**config.mk**
```make
export PLATFORM = sky130hd
export DESIGN_NAME = rr_priority_arbiter
export DESIGN_NICKNAME = d
export VERILOG_FILES = /design/src/rtl/arb_pkg.sv /design/src/rtl/priority_encoder.sv /design/src/rtl/rr_priority_arbiter.sv
export SDC_FILE = /design/constraint.sdc
export NUM_CORES = 1
export LEC_CHECK = 0
export BUFFER_PORTS_ARGS = -buffer_cell sky130_fd_sc_hd__buf_2
export CORE_MARGIN = 3
export CORE_UTILIZATION = 45
export DETAILED_ROUTE_END_ITERATION = 6
export MAX_ROUTING_LAYER = met4
export PLACE_DENSITY = 0.71
export SETUP_SLACK_MARGIN = 0.15
export SLEW_MARGIN = 20
export SYNTH_ARGS = -nofsm -noshare
export SYNTH_HDL_FRONTEND = slang
export SYNTH_SLANG_ARGS = --single-unit
```
**constraint.sdc**
```tcl
create_clock -name clk -period 3.4 [get_ports clk]
set_clock_uncertainty 0.1 [all_clocks]
set_input_delay 0.17 -clock clk [delete_from_list [all_inputs] [get_ports clk]]
set_output_delay 0.17 -clock clk [all_outputs]
set_load 0.005 [all_outputs]
```
**src/rtl/arb_pkg.sv**
```systemverilog
// Shared definitions for the 8-requester round-robin arbiter.
// Holds the requester count, the owner ID width, the FSM states and the grant/mask helpers.
package arb_pkg;

  localparam int NUM_REQ = 8;
  localparam int ID_W    = 3;

  typedef enum logic {
    IDLE,
    GRANT
  } state_t;

  function automatic logic [NUM_REQ-1:0] onehot(input logic [ID_W-1:0] k);
    return NUM_REQ'(1) << k;
  endfunction

  // Requesters strictly below k are next in line; k=0 yields an empty mask (full wrap).
  function automatic logic [NUM_REQ-1:0] mask_below(input logic [ID_W-1:0] k);
    return onehot(k) - NUM_REQ'(1);
  endfunction

endpackage

```
**src/rtl/priority_encoder.sv**
```systemverilog
// 8-input priority encoder: highest set index wins, valid flags any set input.
module priority_encoder (
  input  logic [7:0] a,
  output logic [2:0] y,
  output logic       valid
);

  always_comb begin
    y     = '0;
    valid = |a;
    for (int i = 0; i < 8; i++) begin
      if (a[i]) y = 3'(i);
    end
  end

endmodule

```
**src/rtl/rr_priority_arbiter.sv**
```systemverilog
// Round-robin arbiter for 8 requesters with a rotating mask and an optional hold limit
// that preempts a long-running owner when someone else is waiting.
module rr_priority_arbiter
  import arb_pkg::*;
#(
  parameter int MAX_HOLD = 16
) (
  input  logic                clk,
  input  logic                rst,
  input  logic [NUM_REQ-1:0]  req,
  output logic [NUM_REQ-1:0]  gnt,
  output logic [ID_W-1:0]     gnt_id,
  output logic                gnt_valid
);

  localparam int CNT_W = (MAX_HOLD < 1) ? 1 : $clog2(MAX_HOLD + 1);
  localparam logic [CNT_W-1:0] HOLD_LIM = CNT_W'(MAX_HOLD);

  state_t             state;
  logic [NUM_REQ-1:0] mask;
  logic [CNT_W-1:0]   hold_cnt;

  logic [NUM_REQ-1:0] req_excl;
  logic [NUM_REQ-1:0] masked;
  logic [NUM_REQ-1:0] search;
  logic [ID_W-1:0]    winner;
  logic               winner_vld;
  logic               owner_req;
  logic               limit_hit;
  logic               take;
  logic               drop;

  // The current owner never competes against itself; gnt is zero when idle.
  assign req_excl  = req & ~gnt;
  assign masked    = req_excl & mask;
  assign search    = (masked != '0) ? masked : req_excl;
  assign owner_req = |(req & gnt);
  assign limit_hit = (MAX_HOLD != 0) && (hold_cnt == HOLD_LIM);

  priority_encoder u_penc (
    .a     (search),
    .y     (winner),
    .valid (winner_vld)
  );

  always_comb begin
    take = 1'b0;
    drop = 1'b0;
    case (state)
      IDLE:    take = winner_vld;
      GRANT: begin
        if (owner_req) begin
          take = limit_hit && winner_vld;
        end else begin
          take = winner_vld;
          drop = !winner_vld;
        end
      end
      default: take = 1'b0;
    endcase
  end

  always_ff @(posedge clk) begin
    if (rst) begin
      state     <= IDLE;
      gnt       <= '0;
      gnt_id    <= '0;
      gnt_valid <= 1'b0;
      mask      <= '1;
      hold_cnt  <= '0;
    end else begin
      case (state)
        IDLE: begin
          if (take) begin
            state     <= GRANT;
            gnt       <= onehot(winner);
            gnt_id    <= winner;
            gnt_valid <= 1'b1;
            mask      <= mask_below(winner);
            hold_cnt  <= '0;
          end
        end
        GRANT: begin
          if (take) begin
            gnt       <= onehot(winner);
            gnt_id    <= winner;
            mask      <= mask_below(winner);
            hold_cnt  <= '0;
          end else if (drop) begin
            state     <= IDLE;
            gnt       <= '0;
            gnt_id    <= '0;
            gnt_valid <= 1'b0;
          end else if (hold_cnt != HOLD_LIM) begin
            hold_cnt  <= hold_cnt + CNT_W'(1);
          end
        end
        default: state <= IDLE;
      endcase
    end
  end

endmodule

```
Yosys cells after proc, flatten, opt, wreduce, memory -nomap -nowiden
Index checks and enable logic that the tools add are counted.
{"block": "classes", "addsub": 2, "n_eq_ne": 8, "shifts": 1, "muxes": 34, "bitwise": 5, "n_reduce_logical": 8}
{"op": "8-bit 2-to-1 mux", "n": 5}
{"op": "8-bit AND", "n": 3}
{"op": "3-bit 2-to-1 mux", "n": 7}
{"op": "5-bit 2-to-1 mux", "n": 4}
{"op": "8-bit case mux with 2 select lines", "n": 1}
{"op": "8-bit OR reduction", "n": 2}
{"op": "1-bit 2-to-1 mux", "n": 10}
{"op": "5-bit case mux with 2 select lines", "n": 1}
{"op": "8-bit inverter", "n": 1}
{"op": "8-bit nonzero test", "n": 1}
{"op": "1-bit by 3-bit << shifter with 8-bit output (first input constant)", "n": 1}
{"op": "8-bit by 1-bit subtractor with 8-bit output (second input constant)", "n": 1}
{"op": "3-bit by 1-bit != test with 1-bit output (second input constant)", "n": 2}
{"op": "1-bit case mux with 2 select lines", "n": 3}
{"op": "3-bit case mux with 2 select lines", "n": 1}
{"op": "3-bit AND reduction", "n": 2}
{"op": "5-bit by 1-bit adder with 5-bit output (second input constant)", "n": 1}
{"op": "5-bit == test (second input constant)", "n": 1}
{"op": "5-bit != test (second input constant)", "n": 1}
{"op": "2-bit 2-to-1 mux", "n": 2}
{"op": "2-bit != test (second input constant)", "n": 2}
{"op": "3-bit != test (second input constant)", "n": 1}
{"op": "2-bit by 1-bit != test with 1-bit output (second input constant)", "n": 1}
{"op": "2-bit AND reduction", "n": 1}
{"op": "other kinds (3)", "n": 3}
{"block": "totals", "reg_bits": 26, "elab_cells": 64}

Longest topological paths before layout
Gate-level depths: netlist of the first run.
{"block": "depth", "ltp_word": 15, "depth_mapped": 11}

Cells and area by module
A second synthesis of the first run with hierarchy kept.
{"block": "hier_totals", "hier_cells": 168, "hier_area_um2": 1436.4}
{"mod": "rr_priority_arbiter", "n_inst": 1, "cells_each": 156, "area_each_um2": 1370.1, "seq_area_each_um2": 520.5}
{"mod": "priority_encoder", "n_inst": 1, "cells_each": 12, "area_each_um2": 66.3, "seq_area_each_um2": 0.0}

Least setup slack after synthesis of the first run
OpenSTA, ideal clock, no wires.
{"block": "synth_path", "path_type": "reg2reg", "startpoint": "register gnt[1]", "endpoint": "register mask[4]", "t_arrival_ns": 2.526, "path_slack_ns": 0.696, "stages_incl_launch_ff": 11, "n_path_buf": 1, "cell_sequence": "dfxtp_1 > nand3b_1 > nand4_4 > o21bai_4 > a222oi_1 > and2_1 > buf_2 > nand2_1 > ha_1 > or3_1 > a32oi_1"}
{"block": "synth_via", "elab_chain_cells": 15}
{"item": "start, declared", "line_no": "rr_priority_arbiter.sv:11", "rtl": "output logic [NUM_REQ-1:0] gnt,"}
{"item": "start signal, assigned", "line_no": "rr_priority_arbiter.sv:76", "rtl": "gnt <= onehot(winner);"}
{"item": "start signal, assigned", "line_no": "rr_priority_arbiter.sv:85", "rtl": "gnt <= onehot(winner);"}
{"item": "8-bit inverter", "line_no": "rr_priority_arbiter.sv:34", "rtl": "assign req_excl = req & ~gnt;"}
{"item": "8-bit AND", "line_no": "rr_priority_arbiter.sv:34"}
{"item": "8-bit AND", "line_no": "rr_priority_arbiter.sv:35", "rtl": "assign masked = req_excl & mask;"}
{"item": "8-bit nonzero test", "line_no": "rr_priority_arbiter.sv:36", "rtl": "assign search = (masked != '0) ? masked : req_excl;"}
{"item": "8-bit 2-to-1 mux", "line_no": "rr_priority_arbiter.sv:36"}
{"item": "1-bit 2-to-1 mux", "line_no": "priority_encoder.sv:12", "rtl": "if (a[i]) y = 3'(i);"}
{"item": "2-bit 2-to-1 mux (2 in series)", "line_no": "priority_encoder.sv:12"}
{"item": "3-bit 2-to-1 mux (4 in series)", "line_no": "priority_encoder.sv:12"}
{"item": "1-bit by 3-bit << shifter with 8-bit output", "line_no": "arb_pkg.sv:14", "rtl": "return NUM_REQ'(1) << k;"}
{"item": "8-bit by 1-bit subtractor with 8-bit output", "line_no": "arb_pkg.sv:19", "rtl": "return onehot(k) - NUM_REQ'(1);"}
{"item": "8-bit 2-to-1 mux", "line_no": "rr_priority_arbiter.sv:74, rr_priority_arbiter.sv:84"}
{"item": "end signal, assigned", "line_no": "rr_priority_arbiter.sv:79", "rtl": "mask <= mask_below(winner);"}
{"item": "end signal, assigned", "line_no": "rr_priority_arbiter.sv:87", "rtl": "mask <= mask_below(winner);"}
{"item": "end, declared", "line_no": "rr_priority_arbiter.sv:20", "rtl": "logic [NUM_REQ-1:0] mask;"}
Several ways; a longest one is shown, not always the timed one. The select of a mux whose other input is x is not followed.
A chain may end at the register's enable or synchronous reset.

Worst setup path in the final report of the first run
{"block": "layout_path", "startpoint": "register gnt[7]", "endpoint": "register mask[4]"}
Same word-level chain as after synthesis.

==> metrics.md, run 1 <==
| Metric | Value |
|---|---|
| Crit path max-delay family | simple AND/OR/NAND/NOR gates |
| Via density | roughly 6.2 |
| Synth Flop Type | dfxtp_1 |
| Synthesized area | ~1500 sq um |
| Port bufs | 21 |
| Post-synth net total | around 180 |
| Post-CTS sizing | 0 |
| Hold buffer count at cts | 0 |
| CP peak stage delay | ~0.65 ns |
| Final Max Tran Viols | 0 |
| GPL Wtd Cong | ~1.1 |
| Mean Syn Cell Area | approximately 9.3 sq um |
| Slew @ Worst Pin | 0.673 ns |
| Worst hold slack | 0.154 ns |
| GRT Total Usage | about a fifth |
| Drt first pass iters | 7 |
| Fmax | around 330 MHz |
| Final core utilization | 54.8% |
| DIE AREA | 4150 sq um |
| Commonest cells after routing, fill and taps aside | dfxtp_1 (26), buf_2 (21), nand2_1 (15) |
| Die W | 64.4 um |
| Sequential share of the synthesized area | about a third |
| Fin Setup TNS | 0 ns |
| Layout cell share with drive strength beyond 1 | between 20 and 25% |
| H-tree depth | 1 |
| Critical path required time | 3.55 ns |
| CTS tree | built |
| Largest cells by area after synthesis | dfxtp_1 (34%), nand3b_4 (9.1%), nand2_1 (3.7%) |
| Vias in the first global route | 1,348 |
| RSZ-0062 raised after global routing | no |
| 1st-iter DRT viols | approximately 150 |
| Endpoints failing hold | 0 |
| Post-synth EDFFs | 0 |
| Max-cap violations | 0 |
| Leakage power | between 0.7 and 0.8 nW |
| Place WS | 0.447 ns |
| Antenna viol nets, final | 0 |
| Top cell type's share of synthesized area | approximately a third |
| Die height | between 60 and 70 um |
| Worst Hold Depth | 2 |
| Final instance area | between 1500 and 2000 sq um |
| Endpoint class of the critical path | flip-flop |
| Startpoint Class | flip-flop |
| Final setup fails | 0 |
| DRC viols | 0 |
| Max transition margin | a little under three fifths |
| Cells after Synth | roughly 170 |
| Critical-path cell list | nand3b_4 -> nand4_4 -> o21bai_1 -> a222oi_1 -> and2_1 -> nand2_1 -> ha_1 -> or3_1 -> a32oi_1 |
| Post-synthesis cell type count | 43 |
| Core Area | approximately 3200 sq um |
| Slowest-stage cell, CP | a222oi_1 |
| Most common cell after layout, fill and taps aside | dfxtp_1 |
| Levels on crit path | 9 |
| Worst skew pair latency | ~0.33 ns |
| Root Driver | clkbuf_4 |
| WP buf/inv | 0 |
| Inserted Clock Buffers | 3 |
| Clk slew on worst S/H paths | between 0.1 and 0.15 ns |
| Area growth from synthesis to layout | 12.6% |
| Largest net degree at the start of global routing | 21 |
| GRT Residual Overflow | 0 |
| CTS sink cnt | 26 |
| Count of warnings emitted by yosys | 0 |
| CP Class | flip-flop to flip-flop |
| Run status | complete, no violations |
| Reg2reg path depth | 9 |
| Site Rows | 20 |
| Async SR Flop Fraction | 0% |
| Leading area contributor after synthesis | dfxtp_1 |
| Final min period | ~3 ns |
| Placed wire-length estimate | a little over 3 mm |
| Data arrival, critical path | 3.14 ns |
| Final wirelength | around 4 mm |
| Setup repair bufs after CTS | 0 |
| Period utilisation layout | between 80% and 90% |
| Placed instance area | between 1500 and 2000 sq um |
| WL/cell | 17.2 um |
| First-pass GRT wire length | 6.56 mm |
| Peak VDD IR | just over 0.0002 V |
| #FFs+latches synth | 26 |
| Worst Hold Class | input port to flip-flop |
| Num ports | 22 |
| Nets | roughly 200 |
| Initial Util | between 40% and 50% |
| ANT cells | 0 |
| Clock Path Buffers | 2 |
| Antenna violations before repair | 0 |
| CP Max Fanout | 8 |
| Via count | ~1,400 |
| PnR worst setup slack | 0.404 ns |
| Pwr dens | 460 nW/um^2 |
-- per-stage QoR --
step,cells,power [mW]
2_1_floorplan,165,0.557
3_3_place_gp,228,0.637
3_5_place_dp,228,0.641
4_1_cts,232,0.798
5_1_grt,232,0.843
6_report,232,0.796
-- power by group --
group          internal (mW)  total (mW)  switching (mW)
clock                 0.0657       0.157          0.0910
sequential             0.337       0.371          0.0338
combinational          0.112       0.269           0.157
total                  0.514       0.796           0.282
-- per-layer routing --
metal	global-route usage, %	vias to the layer above	share of wire [%]
met5	-	-	0
met4	6.33	0	1.3
met3	3.64	5	8.3
met2	32.1	67	45
met1	27.2	697	45
li1	-	677	-
-- final cells by class --
cell class | instances | area (sq um)
Fill cell | 296 | 1420
Multi-Input combinational cell | 130 | 975
Sequential cell | 26 | 520
Timing Repair Buffer | 24 | 128
Tap cell | 44 | 55.1
Clock buffer | 4 | 36.3
Inverter | 4 | 15.0
-- cell usage after synthesis, drive strengths merged (5+ instances only) --
cell type,count
nor2b,7
nand3,6
dfxtp,26
o21bai,8
a21oi,7
nor3,5
nand3b,8
a31oi,5
a22oi,5
nand2,15
nand4,5
nor2,13
-- final timing paths --
check,start,end,slack [ns]
hold reg to reg,gnt_id[0]$_SDFFE_PP0P_,gnt_id[0]$_SDFFE_PP0P_,0.38
hold / removal,rst,hold_cnt[4]$_SDFFE_PP0P_,0.15
setup / recovery,gnt[7]$_SDFFE_PP0P_,mask[4]$_SDFFE_PP1N_,0.40
setup reg to reg,gnt[7]$_SDFFE_PP0P_,mask[4]$_SDFFE_PP1N_,0.40
-- flip-flops by register name (all words and copies together) (netlist names) --
name and count:
gnt 8, gnt_valid 1, state 1, mask 8, gnt_id 3, hold_cnt 5
-- cell families (layout without fill, tap and decap cells) --
group | count (synthesis) | in the layout | synth area share (%)
simple gates | 69 | 69 | 31.6
flops | 26 | 26 | 33.9
buf+inv | 9 | 32 | 2.61
fa+ha+maj | 3 | 3 | 2.45
xor+xnor | 2 | 2 | 1.14
compound gates | 56 | 56 | 28.3
Note: power is estimated with default switching activity, not from simulation.
==> run 2, diff against run 1 <==
- CORE_UTILIZATION: 45 -> 49
- PLACE_DENSITY: 0.71 -> 0.7
==> run 2 against run 1 <==
Against the previous run: total power decreased by 3.5%; non-clock buffer count unchanged; routed wire length shrank 3.2%; design area shrank 0.94%; maximum frequency increased by 2.1%; critical path depth is the same.
==> metrics.md, run 2 (synthesis gave the netlist of run 1 again) <==
| Metric | Value |
|---|---|
| Num ports | 22 (unchanged) |
| Via count | 1,421 (-1.7%) |
| Max transition margin | 53.8% (-1.3 points) |
| Crit Reg-Reg Startpoint | gnt[7]$_SDFFE_PP0P_ |
| CTS tree | built |
| GPL Wtd Cong | 0.979 (-7.0%) |
| Drt first pass iters | 6 (-1) |
| Die W | 62.0 um (-3.8%) |
| CTS sink cnt | 26 (unchanged) |
| Hold buffer count at cts | 0 (unchanged) |
| Worst Hold Class | input port to flip-flop |
| Largest net degree at the start of global routing | 21 (unchanged) |
| Leakage power | 0.712 nW (-1.0%) |
| Layout cell share with drive strength beyond 1 | 21.9% (-0.42 points) |
| Worst skew pair latency | 0.31 ns (-0.02 ns) |
| Vias in the first global route | 1,250 (-7.3%) |
| Via density | 6.21 (-0.44%) |
| 1st-iter DRT viols | 136 (-9.9%) |
| Data arrival, critical path | 3.08 ns (-0.06 ns) |
| Top flop regs | gnt x8, mask x8, hold_cnt x5 |
| Peak VDD IR | 0.000205 V (+0.67%) |
| Startpoint Class | flip-flop |
| Post-CTS sizing | 0 (unchanged) |
| Run status | complete, no violations |
| Endpoint class of the critical path | flip-flop |
| Antenna violations before repair | 0 (unchanged) |
| H-tree depth | 1 (unchanged) |
| Root Driver | clkbuf_4 |
| Max-cap violations | 0 (unchanged) |
| DRC viols | 0 (unchanged) |
| Inst Count DP | 226 (-0.88%) |
| Die height | 62.0 um (-3.8%) |
| GRT Total Usage | 22.2% (+1.6 points) |
| Final core utilization | 59.5% (+4.7 points) |
| Reg2reg path depth | 9 (unchanged) |
| Port bufs | 21 (unchanged) |
| Slew @ Worst Pin | 0.692 ns (+0.0195 ns) |
| Pwr dens | 448 nW/um^2 (-2.6%) |
| First-pass GRT wire length | 6.09 mm (-7.1%) |
| Critical path required time | 3.55 ns (about the same) |
| Site Rows | 19 (-5.0%) |
| Antenna viol nets, final | 0 (unchanged) |
| Most common cell after layout, fill and taps aside | dfxtp_1 |
| Fill count | 263 (-11%) |
| Initial Util | 53.4% (+4.7 points) |
| Inserted Clock Buffers | 3 (unchanged) |
| ANT cells | 0 (unchanged) |
| CP Max Fanout | 8 (unchanged) |
| Setup repair bufs after CTS | 0 (unchanged) |
| Final setup fails | 0 (unchanged) |
| Clock Path Buffers | 2 (unchanged) |
| Min-delay src | rst |
| R2R Path End | mask[4]$_SDFFE_PP1N_ |
| Final wirelength | 3.87 mm (-3.2%) |
| Final Max Tran Viols | 0 (unchanged) |
| DIE AREA | 3840 sq um (-7.4%) |
| Period utilisation layout | 86.3% (-1.8 points) |
| Clk slew on worst S/H paths | 0.13 ns (about the same) |
| GRT Residual Overflow | 0 (unchanged) |
| WL/cell | 16.9 um (-1.9%) |
| Core Area | 2880 sq um (-8.8%) |
| Placed wire-length estimate | 2.91 mm (-4.8%) |
| CP Class | flip-flop to flip-flop |
| Fmax | 341 MHz (+2.1%) |
| Worst Hold Depth | 2 (unchanged) |
| Nets | 202 (unchanged) |
| Commonest cells after routing, fill and taps aside | dfxtp_1 (26), buf_2 (21), nand2_1 (15) |
| Hold Path End | hold_cnt[4]$_SDFFE_PP0P_ |
| Layout Cells excl Fill | 229 (-1.3%) |
| Endpoints failing hold | 0 (unchanged) |
| R2R setup slack | 0.47 ns (+0.06 ns) |
| RSZ-0062 raised after global routing | no |
| Final min period | 2.93 ns (-0.0625 ns) |
| Fin Setup TNS | 0 ns (unchanged) |
| Area growth from synthesis to layout | 11.6% |
==> run 2: cell count changes in the layout (fill, tap and decap cells not counted) <==
cell,previous run,this run
clkbuf_8,1,0
==> run 2: metrics by stage <==
step / setup slack [ns] / hold slack [ns] / area (sq um) / total power, mW
finish: 0.467 / 0.173 / 1710 / 0.768
global route: 0.315 / 0.173 / 1710 / 0.812
CTS: 0.522 / 0.155 / 1710 / 0.766
detailed placement: 0.556 / 0.347 / 1690 / 0.637
global placement: 0.625 / 0.348 / 1690 / 0.636
floorplan: 0.696 / 0.309 / 1540 / 0.557
==> run 2: layer usage <==
layer  GRT usage (%)  part of all wire [%]  routed length [um]
met1            31.9                    47                1820
met2            31.7                    45                1730
met3            3.72                   6.7                 258
met5               -                     0                   0
met4            6.36                   1.7                  65
==> run 2: layout make-up <==
type / instances / area, sq um / share of cell area [%]
multi-input cells: 130 / 975 / 56.9
flip-flops and latches: 26 / 520 / 30.4
well taps: 42 / 52.6 / 3.07
inverters: 4 / 15.0 / 0.877
repair buffers: 24 / 128 / 7.45
clock buffers: 3 / 22.5 / 1.31
==> run 2: worst max path at each step <==
stage	from	to	slack, ns	depth (start not counted)
after floorplan	gnt[1]$_SDFFE_PP0P_	mask[4]$_SDFFE_PP1N_	0.70	10
after global placement	gnt[1]$_SDFFE_PP0P_	mask[4]$_SDFFE_PP1N_	0.63	9
after detailed placement	gnt[7]$_SDFFE_PP0P_	mask[4]$_SDFFE_PP1N_	0.56	9
after CTS	gnt[7]$_SDFFE_PP0P_	mask[4]$_SDFFE_PP1N_	0.52	9
after global routing	gnt[7]$_SDFFE_PP0P_	mask[4]$_SDFFE_PP1N_	0.32	9
final	gnt[7]$_SDFFE_PP0P_	mask[4]$_SDFFE_PP1N_	0.47	9
==> run 2: critical path, cell delays in order (launching register included) <==
cell	delay, ns
dfxtp_1	0.38
nand3b_4	0.18
nand4_4	0.16
o21bai_1	0.11
a222oi_1	0.66
and2_1	0.36
nand2_1	0.10
ha_1	0.27
or3_1	0.38
a32oi_1	0.16
==> run 2: report_power, final <==
part / total, mW / switching [mW] / internal (mW)
clock: 0.128 / 0.0868 / 0.0414
sequential: 0.371 / 0.0338 / 0.337
combinational: 0.269 / 0.157 / 0.112
